$ cat src/rtl/display_mux_7seg_pkg.sv
// Shared definitions for the multiplexed 4-digit 7-segment display driver:
// glyph constants (active-high, bit0=a .. bit6=g), digit index type and
// prescaler width helper.
package display_mux_7seg_pkg;

    localparam int IDX_W = 2;

    typedef logic [IDX_W-1:0] idx_t;
    typedef logic [3:0]       digit_t;
    typedef logic [6:0]       glyph_t;

    localparam glyph_t SEG_0    = 7'h3F;
    localparam glyph_t SEG_1    = 7'h06;
    localparam glyph_t SEG_2    = 7'h5B;
    localparam glyph_t SEG_3    = 7'h4F;
    localparam glyph_t SEG_4    = 7'h66;
    localparam glyph_t SEG_5    = 7'h6D;
    localparam glyph_t SEG_6    = 7'h7D;
    localparam glyph_t SEG_7    = 7'h07;
    localparam glyph_t SEG_8    = 7'h7F;
    localparam glyph_t SEG_9    = 7'h6F;
    localparam glyph_t SEG_DASH = 7'h40;
    localparam glyph_t SEG_OFF  = 7'h00;

    // Bits needed to count 0 .. div-1 (never less than one bit).
    function automatic int tick_width(input int div);
        int w;
        w = $clog2(div);
        if (w < 1) begin
            w = 1;
        end else begin
            w = w;
        end
        return w;
    endfunction

endpackage

$ cat src/rtl/display_mux_7seg_seg7_decode.sv
// Combinational BCD to 7-segment decoder, active-high segments.
// Non-BCD codes (A-F) show a lone dash as an error glyph.
module seg7_decode
    import display_mux_7seg_pkg::*;
(
    input  logic [3:0] digit_i,
    output logic [6:0] seg_o
);

    // Map one digit code to its active-high segment pattern.
    always_comb begin
        seg_o = SEG_DASH;
        case (digit_i)
            4'd0:    seg_o = SEG_0;
            4'd1:    seg_o = SEG_1;
            4'd2:    seg_o = SEG_2;
            4'd3:    seg_o = SEG_3;
            4'd4:    seg_o = SEG_4;
            4'd5:    seg_o = SEG_5;
            4'd6:    seg_o = SEG_6;
            4'd7:    seg_o = SEG_7;
            4'd8:    seg_o = SEG_8;
            4'd9:    seg_o = SEG_9;
            default: seg_o = SEG_DASH;
        endcase
    end

endmodule

$ cat src/rtl/display_mux_7seg.sv
// Time-multiplexed common-anode 4-digit 7-segment driver. A prescaler splits
// time into digit slots; all four digits are snapshotted at the start of
// slot 0 so a scan never mixes old and new values. Each slot begins with a
// short dark guard interval to suppress ghosting between digits.
module display_mux_7seg
    import display_mux_7seg_pkg::*;
#(
    parameter int REFRESH_DIV = 50000,
    parameter int GUARD       = 2,
    parameter bit SEG_ACT_LOW = 1'b1,
    parameter bit AN_ACT_LOW  = 1'b1,
    parameter bit BLANK_LZ    = 1'b1
) (
    input  logic       clk,
    input  logic       rst,
    input  logic       ena_disp,
    input  logic [3:0] Qdata3,
    input  logic [3:0] Qdata2,
    input  logic [3:0] Qdata1,
    input  logic [3:0] Qdata0,
    output logic [6:0] seg,
    output logic       dp,
    output logic [3:0] an,
    output logic [1:0] digit_sel
);

    localparam int                TICK_W   = tick_width(REFRESH_DIV);
    localparam logic [TICK_W-1:0] TICK_MAX = TICK_W'(REFRESH_DIV - 1);
    localparam logic [TICK_W-1:0] GUARD_T  = TICK_W'(GUARD);
    localparam logic [TICK_W-1:0] TICK_ONE = TICK_W'(1);
    localparam logic [3:0]        AN_OFF   = AN_ACT_LOW  ? 4'hF  : 4'h0;
    localparam logic [6:0]        SEG_DARK = SEG_ACT_LOW ? 7'h7F : 7'h00;
    localparam logic              DP_OFF   = SEG_ACT_LOW ? 1'b1  : 1'b0;

    logic [TICK_W-1:0] tick_q, tick_d;
    idx_t              idx_q, idx_d;
    logic [3:0][3:0]   snap_q, snap_d;
    logic [3:0]        an_q, an_d;
    logic [6:0]        seg_q, seg_d;
    logic [1:0]        sel_q, sel_d;
    logic              dp_q;

    logic [3:0]        cur_digit_s;
    logic [6:0]        glyph_s;
    logic              blank_s;
    logic [3:0]        an_onehot_s;

    // Prescaler, slot sequencer and start-of-scan snapshot.
    always_comb begin
        tick_d = tick_q;
        idx_d  = idx_q;
        snap_d = snap_q;
        if (ena_disp) begin
            if ((tick_q == '0) && (idx_q == '0)) begin
                snap_d = {Qdata3, Qdata2, Qdata1, Qdata0};
            end else begin
                snap_d = snap_q;
            end
            if (tick_q == TICK_MAX) begin
                tick_d = '0;
                idx_d  = idx_q + 2'd1;
            end else begin
                tick_d = tick_q + TICK_ONE;
                idx_d  = idx_q;
            end
        end else begin
            tick_d = tick_q;
            idx_d  = idx_q;
            snap_d = snap_q;
        end
    end

    // The slot-0 start cycle must already see the freshly latched digits.
    assign cur_digit_s = snap_d[idx_q];

    seg7_decode u_decode (
        .digit_i (cur_digit_s),
        .seg_o   (glyph_s)
    );

    // Leading-zero blanking; non-BCD codes count as non-zero.
    always_comb begin
        blank_s = 1'b0;
        case (idx_q)
            2'd3:    blank_s = (snap_d[3] == 4'd0);
            2'd2:    blank_s = (snap_d[3] == 4'd0) && (snap_d[2] == 4'd0);
            2'd1:    blank_s = (snap_d[3] == 4'd0) && (snap_d[2] == 4'd0)
                               && (snap_d[1] == 4'd0);
            default: blank_s = 1'b0;
        endcase
        if (!BLANK_LZ) begin
            blank_s = 1'b0;
        end else begin
            blank_s = blank_s;
        end
    end

    assign an_onehot_s = 4'b0001 << idx_q;

    // Next output values: dark during guard, blank or disable, else lit digit.
    always_comb begin
        an_d  = AN_OFF;
        seg_d = SEG_DARK;
        sel_d = idx_q;
        if (ena_disp && (tick_q >= GUARD_T) && !blank_s) begin
            an_d  = AN_ACT_LOW  ? ~an_onehot_s : an_onehot_s;
            seg_d = SEG_ACT_LOW ? ~glyph_s     : glyph_s;
        end else begin
            an_d  = AN_OFF;
            seg_d = SEG_DARK;
        end
    end

    // State and output registers with synchronous reset.
    always_ff @(posedge clk) begin
        if (rst) begin
            tick_q <= '0;
            idx_q  <= '0;
            snap_q <= '0;
            an_q   <= AN_OFF;
            seg_q  <= SEG_DARK;
            sel_q  <= 2'd0;
            dp_q   <= DP_OFF;
        end else begin
            tick_q <= tick_d;
            idx_q  <= idx_d;
            snap_q <= snap_d;
            an_q   <= an_d;
            seg_q  <= seg_d;
            sel_q  <= sel_d;
            dp_q   <= DP_OFF;
        end
    end

    assign seg       = seg_q;
    assign dp        = dp_q;
    assign an        = an_q;
    assign digit_sel = sel_q;

endmodule

$ cat config.mk
export PLATFORM = sky130hd
export DESIGN_NAME = display_mux_7seg
export DESIGN_NICKNAME = d
export VERILOG_FILES = /design/src/rtl/display_mux_7seg_pkg.sv /design/src/rtl/display_mux_7seg_seg7_decode.sv /design/src/rtl/display_mux_7seg.sv
export SDC_FILE = /design/constraint.sdc
export NUM_CORES = 1
export LEC_CHECK = 0
export BUFFER_PORTS_ARGS = -buffer_cell sky130_fd_sc_hd__buf_4
export CORE_UTILIZATION = 33
export CTS_BUF_LIST = sky130_fd_sc_hd__clkbuf_4 sky130_fd_sc_hd__clkbuf_8
export CTS_CLUSTER_DIAMETER = 120
export DETAILED_ROUTE_END_ITERATION = 16
export GPL_TIMING_DRIVEN = 0
export PLACE_DENSITY = 0.59
export RECOVER_POWER = 25
export SKIP_CTS_REPAIR_TIMING = 1
export SYNTH_ARGS = -nofsm -noshare
export SYNTH_HDL_FRONTEND = slang
export SYNTH_SLANG_ARGS = --single-unit
$ cat constraint.sdc
create_clock -name clk -period 3.1 [get_ports clk]
set_clock_uncertainty 0.2 [all_clocks]
set_input_delay 0.62 -clock clk [delete_from_list [all_inputs] [get_ports clk]]
set_output_delay 0.62 -clock clk [all_outputs]
set_load 0.01 [all_outputs]
; Word-level counts from Yosys, hierarchy flattened
; Memories as Yosys holds them, arrays and structs flattened.
; Index checks and enable logic that the tools add are counted.
[op_classes]
n_addsub = 2
n_lt_le_gt_ge = 2
eq_ne = 4
shift = 1
muxes = 6
bitwise = 3
reduce_logical = 13
[op_table]
columns = operator, count
row1 = $mux W16, 3
row2 = $add A16 B1 Y16 const B, 1
row3 = $eq A16 B16 Y1 const B, 1
row4 = $ge A16 B2 Y1 const B, 1
row5 = $logic_not A16 Y1, 1
row6 = $logic_not A4 Y1, 3
row7 = $bmux W4 S2, 1
row8 = $not A7 Y7, 1
row9 = $logic_and A1 B1 Y1, 5
row10 = $eq A2 B2 Y1 const B, 2
row11 = $mux W4, 1
row12 = $not A4 Y4, 1
row13 = $shl A1 B2 Y4 const A, 1
row14 = $lt A2 B3 Y1 const B, 1
row15 = $pmux W1 S3, 1
row16 = $add A2 B1 Y2 const B, 1
row17 = $eq A2 B1 Y1 const B, 1
row18 = $logic_not A2 Y1, 1
row19 = $reduce_and A2 Y1, 1
row20 = $reduce_or A2 Y1, 1
row21 = $logic_not A1 Y1, 1
row22 = $not A1 Y1, 1
[word_totals]
ff_bits = 47
romBits = 112
out_inout_bits = 14
n_memories = 1
[mem_list]
columns = memory, depth, width, read_ports, rd_ports_with_merged_regs, wr, line
row1 = (name not given), 16, 7, 1, 0, 0, display_mux_7seg_seg7_decode.sv:13  ; case (digit_i)

; Logic depth before layout (Yosys ltp)
[logic_depth]
word_depth = 12
ltp_mapped = 12

; Modules after synthesis
; Synthesis repeated with hierarchy kept, for this count alone.
[hier_totals]
hier_cells = 258
hier_area_um2 = 2498.6
[modules_own_cells]
columns = mod, instances, cells_per_inst, area_per_inst_um2, seq_area_each_um2
row1 = display_mux_7seg, 1, 229, 2273.4, 940.9
row2 = seg7_decode, 1, 29, 225.2, 0.0

; Least setup slack after synthesis
; No wires, ideal clock.
[synth_timing]
path_kind = register to register
start = register idx_q[0]
end = register seg_q[5] (netlist: seg[5])
setup_ps = 78
t_arrival_ps = 3007
required_time_ps = 2822
slack_ps = -185
path_stages_with_launch = 12
path_buffers = 2
period_less_slack_ps = 3285
path_cell_list = dfxtp_1 -> clkinv_1 -> ha_1 -> and3_1 -> nand2_2 -> buf_6 -> buf_1 -> mux2i_1 -> mux4_2 -> ha_1 -> mux2_4 -> a32oi_1
[synth_via]
elab_chain_len = 12
word_cells_on_any_way = 21
classes_between = eq/ne: 3 / mux: 5 / bitwise: 2 / reduce/logical: 10 / memory: 1
[synth_rtl]
columns = element, line
row1 = start: declaration, display_mux_7seg.sv:36  ; idx_t idx_q, idx_d;
row2 = start signal: assignment, display_mux_7seg.sv:126  ; idx_q <= idx_d;
row3 = branches (longest 12 deep; another with $mem_v2 Z16 W7), -
row4 = end signal: assignment, display_mux_7seg.sv:129  ; seg_q <= seg_d;
row5 = end: declaration, display_mux_7seg.sv:39  ; logic [6:0] seg_q, seg_d;
; Several ways; the timed one is not identified. The select of a mux whose other input is x is not followed.
; A chain may end at the register's enable or synchronous reset.

; Final worst setup path
[layout_timing]
start = register idx_q[1]
end = register seg_q[0] (netlist: seg[0])
; The elaborated chain is that of the path after synthesis.

==> flow_metrics.env <==
export IMPL_synth_area_leaders="dfxtp_1, ha_1, nor2_1"
export IMPL_post_route_period_util=0.972
export IMPL_slowest_delay_ns=0.61
export IMPL_die_w_um=85
export IMPL_grt_pass1_vias=1692
export IMPL_cts_sinks=47
export IMPL_ir_drop_uv=174
export IMPL_antenna_cells=0
export IMPL_design_core_area_mm2=0.00649
export IMPL_synth_async_reset_ratio=0
export IMPL_start_util=0.350
export IMPL_utilization=0.427
export IMPL_synth_edf_count=0
export IMPL_cts_tree="yes"
export IMPL_drt_initial_drc_count=74
export IMPL_whs_ns=0.270
export IMPL_viasPerCell=4.93
export IMPL_period_needed_ns=3.01
export IMPL_finalSetupViolations=0
export IMPL_status="complete, no violations"
export IMPL_io_pins=33
export IMPL_placed_area_mm2=0.00260
export IMPL_worst_pin_slew_ns=0.561
export IMPL_hold_viol=0
export IMPL_grtUsageTotal=0.138
export IMPL_fin_area_mm2=0.00277
export IMPL_dieHeight_um=85
export IMPL_cp_start_kind="flop"
export IMPL_vias=1805
export IMPL_max_freq_ghz=0.332
export IMPL_fin_cells=366
export IMPL_ctsRootBufferMaster="clkbuf_8"
export IMPL_drive_gt1_frac=0.194
export IMPL_crit_top_cell="buf_4"
export IMPL_clock_path_buffers=2
export IMPL_io_buffers=30
export IMPL_clock_latency_ns=0.30
export IMPL_clk_pin_slew_ns=0.09
export IMPL_powerDensity_mw_per_mm2=451
export IMPL_worst_path_max_delay_cell="mux4_1"
export IMPL_path_cells="clkinvlp_4 > ha_2 > and3_1 > nand2_2 > buf_8 > mux4_1 > mux2i_4 > buf_4 > buf_4 > ha_1 > mux2i_1 > a32oi_1"
export IMPL_use_met2=0.224
export IMPL_yosys_area_top_type="dfxtp_1"
export IMPL_syn_inst=241
export IMPL_drt_wirelength_per_cell_um=13.4
export IMPL_dp_hpwl_um=3570
export IMPL_arrival_ns=3.03
export IMPL_clock_tree_htree_level_count=2
export IMPL_grt_busiest_layer="met2"
export IMPL_worst_ep_required_time_ns=3.12
export IMPL_synth_common_cells="dfxtp_1, nor2_1, nand2_1"
export IMPL_end_kind="flop"
export IMPL_firstDrtPassIters=4
export IMPL_critPathMaxFanout=10
export IMPL_yosys_warnings=0
export IMPL_row_count=29
export IMPL_yosysSeqAreaShare=0.414
export IMPL_ys_ff_latch=47
export IMPL_drc_errors=0
export IMPL_cts_inserted_buffers=5
export IMPL_grt_pass1_wl_um=7990
export IMPL_critPathKind="flop to flop"
export IMPL_routed_wl_um=4890
export IMPL_grt_antenna_before_repair=0
export IMPL_grt_util_met1=0.186
export IMPL_synth_most_common_cell="dfxtp_1"
export IMPL_fp_dieArea_mm2=0.00723
export IMPL_syn_cell_area_mm2=0.00227
export IMPL_dp_cells=348
export IMPL_hp_class="flop to flop"
export IMPL_overflow=0
export IMPL_synth_area_per_cell_um2=9.43
export IMPL_maxSlewHeadroom=0.624
export IMPL_synthesis_nets=273
export IMPL_grtUsageMet3=0.0263
export IMPL_synthToLayoutAreaGrowth_pct=21.9
export IMPL_drtAntennaViolNets=0
export IMPL_drv_cap=0
export IMPL_grt_max_degree=15
export IMPL_synth_distinct_cells=41
export IMPL_place_congestion=0.793
export IMPL_p_leak_nw=1.17
export IMPL_drv_slew=0
export IMPL_synth_top_area_frac=0.414
export IMPL_ys_flop_type="dfxtp_1"
export IMPL_final_nets=320
[layout make-up]
class,count,area (um2)
well taps,77,96.3
inverters,11,47.5
plain buffers,8,56.3
repair buffers,40,251
clock buffers,7,90.1
fillers,646,3720
flip-flops and latches,47,946
multi-input cells,175,1270
clock inverters,1,8.76
[power breakdown]
group,leakage [nW],switching [mW],internal [mW],total [mW]
clock,0.0519,0.206,0.192,0.397
combinational,0.731,0.110,0.105,0.216
sequential,0.383,0.0127,0.625,0.638
total,1.17,0.328,0.923,1.25
[through the flow]
stage	setup TNS, ns	power, mW	worst slack (ns)
3_3_place_gp	-1.63	0.851	-0.329
3_5_place_dp	-1.48	0.853	-0.294
6_report	0	1.25	0.0878
5_1_grt	-0.0369	1.32	-0.0148
2_1_floorplan	0	0.792	0.0679
4_1_cts	-1.60	1.25	-0.323
[cells by family (layout without fill, tap and decap cells)]
group / count (synthesis) / after routing / synth area share
DFF: 47 / 47 / 0.414
adders and majority gates: 13 / 13 / 0.0715
and+or+nand+nor: 100 / 100 / 0.208
muxes: 23 / 23 / 0.144
other: 1 / 1 / 0.00165
buffers and inverters: 19 / 67 / 0.0363
AOI/OAI and AO/OA: 22 / 22 / 0.0633
xor gates and xnor gates: 16 / 16 / 0.0616
[path summary, 6_finish.rpt]
check | startpoint | endpoint | slack, ns | depth (start not counted)
hold reg to reg | snap_q[15] | snap_q[15] | 0.27 | 2
setup / recovery | idx_q[1] | seg[0] | 0.09 | 12
setup reg to reg | idx_q[1] | seg[0] | 0.09 | 12
hold / removal | snap_q[15] | snap_q[15] | 0.27 | 2
[sequential cells by signal (all words and copies together), names as in the netlist]
register,count
seg,7
digit_sel,2
an,4
snap_q,16
idx_q,2
tick_q,16
[critical path: cells and delay by family (launching register included)]
kind	cells	cell delay (ns)
AOI/OAI and AO/OA	1	0.18
adders and majority gates	2	0.34
buffers and inverters	4	0.57
DFF	1	0.39
muxes	3	0.90
and+or+nand+nor	2	0.33
[layer usage]
metal	wire length [um]	up-vias
met5	0	-
met1	2440	844
met3	141	7
li1	-	922
met4	70	0
met2	2240	32
[cell usage in the layout (no fill, tap or decap), types with 2 or more instances in the layout]
master,n
nor2_1,38
mux2i_1,14
nor4_1,3
a32oi_1,3
nor3_1,2
clkbuf_8,6
mux4_2,4
nor4_4,2
a21oi_1,7
dfxtp_1,45
buf_4,28
xor2_1,10
and3_1,3
xnor2_1,6
mux2_4,2
buf_8,2
nand4_1,3
or4_1,4
mux4_1,2
clkbuf_1,18
nand2_1,29
o21ai_0,5
inv_1,9
nand3_1,10
ha_1,12
No activity file was read; power rests on OpenSTA's default activity.
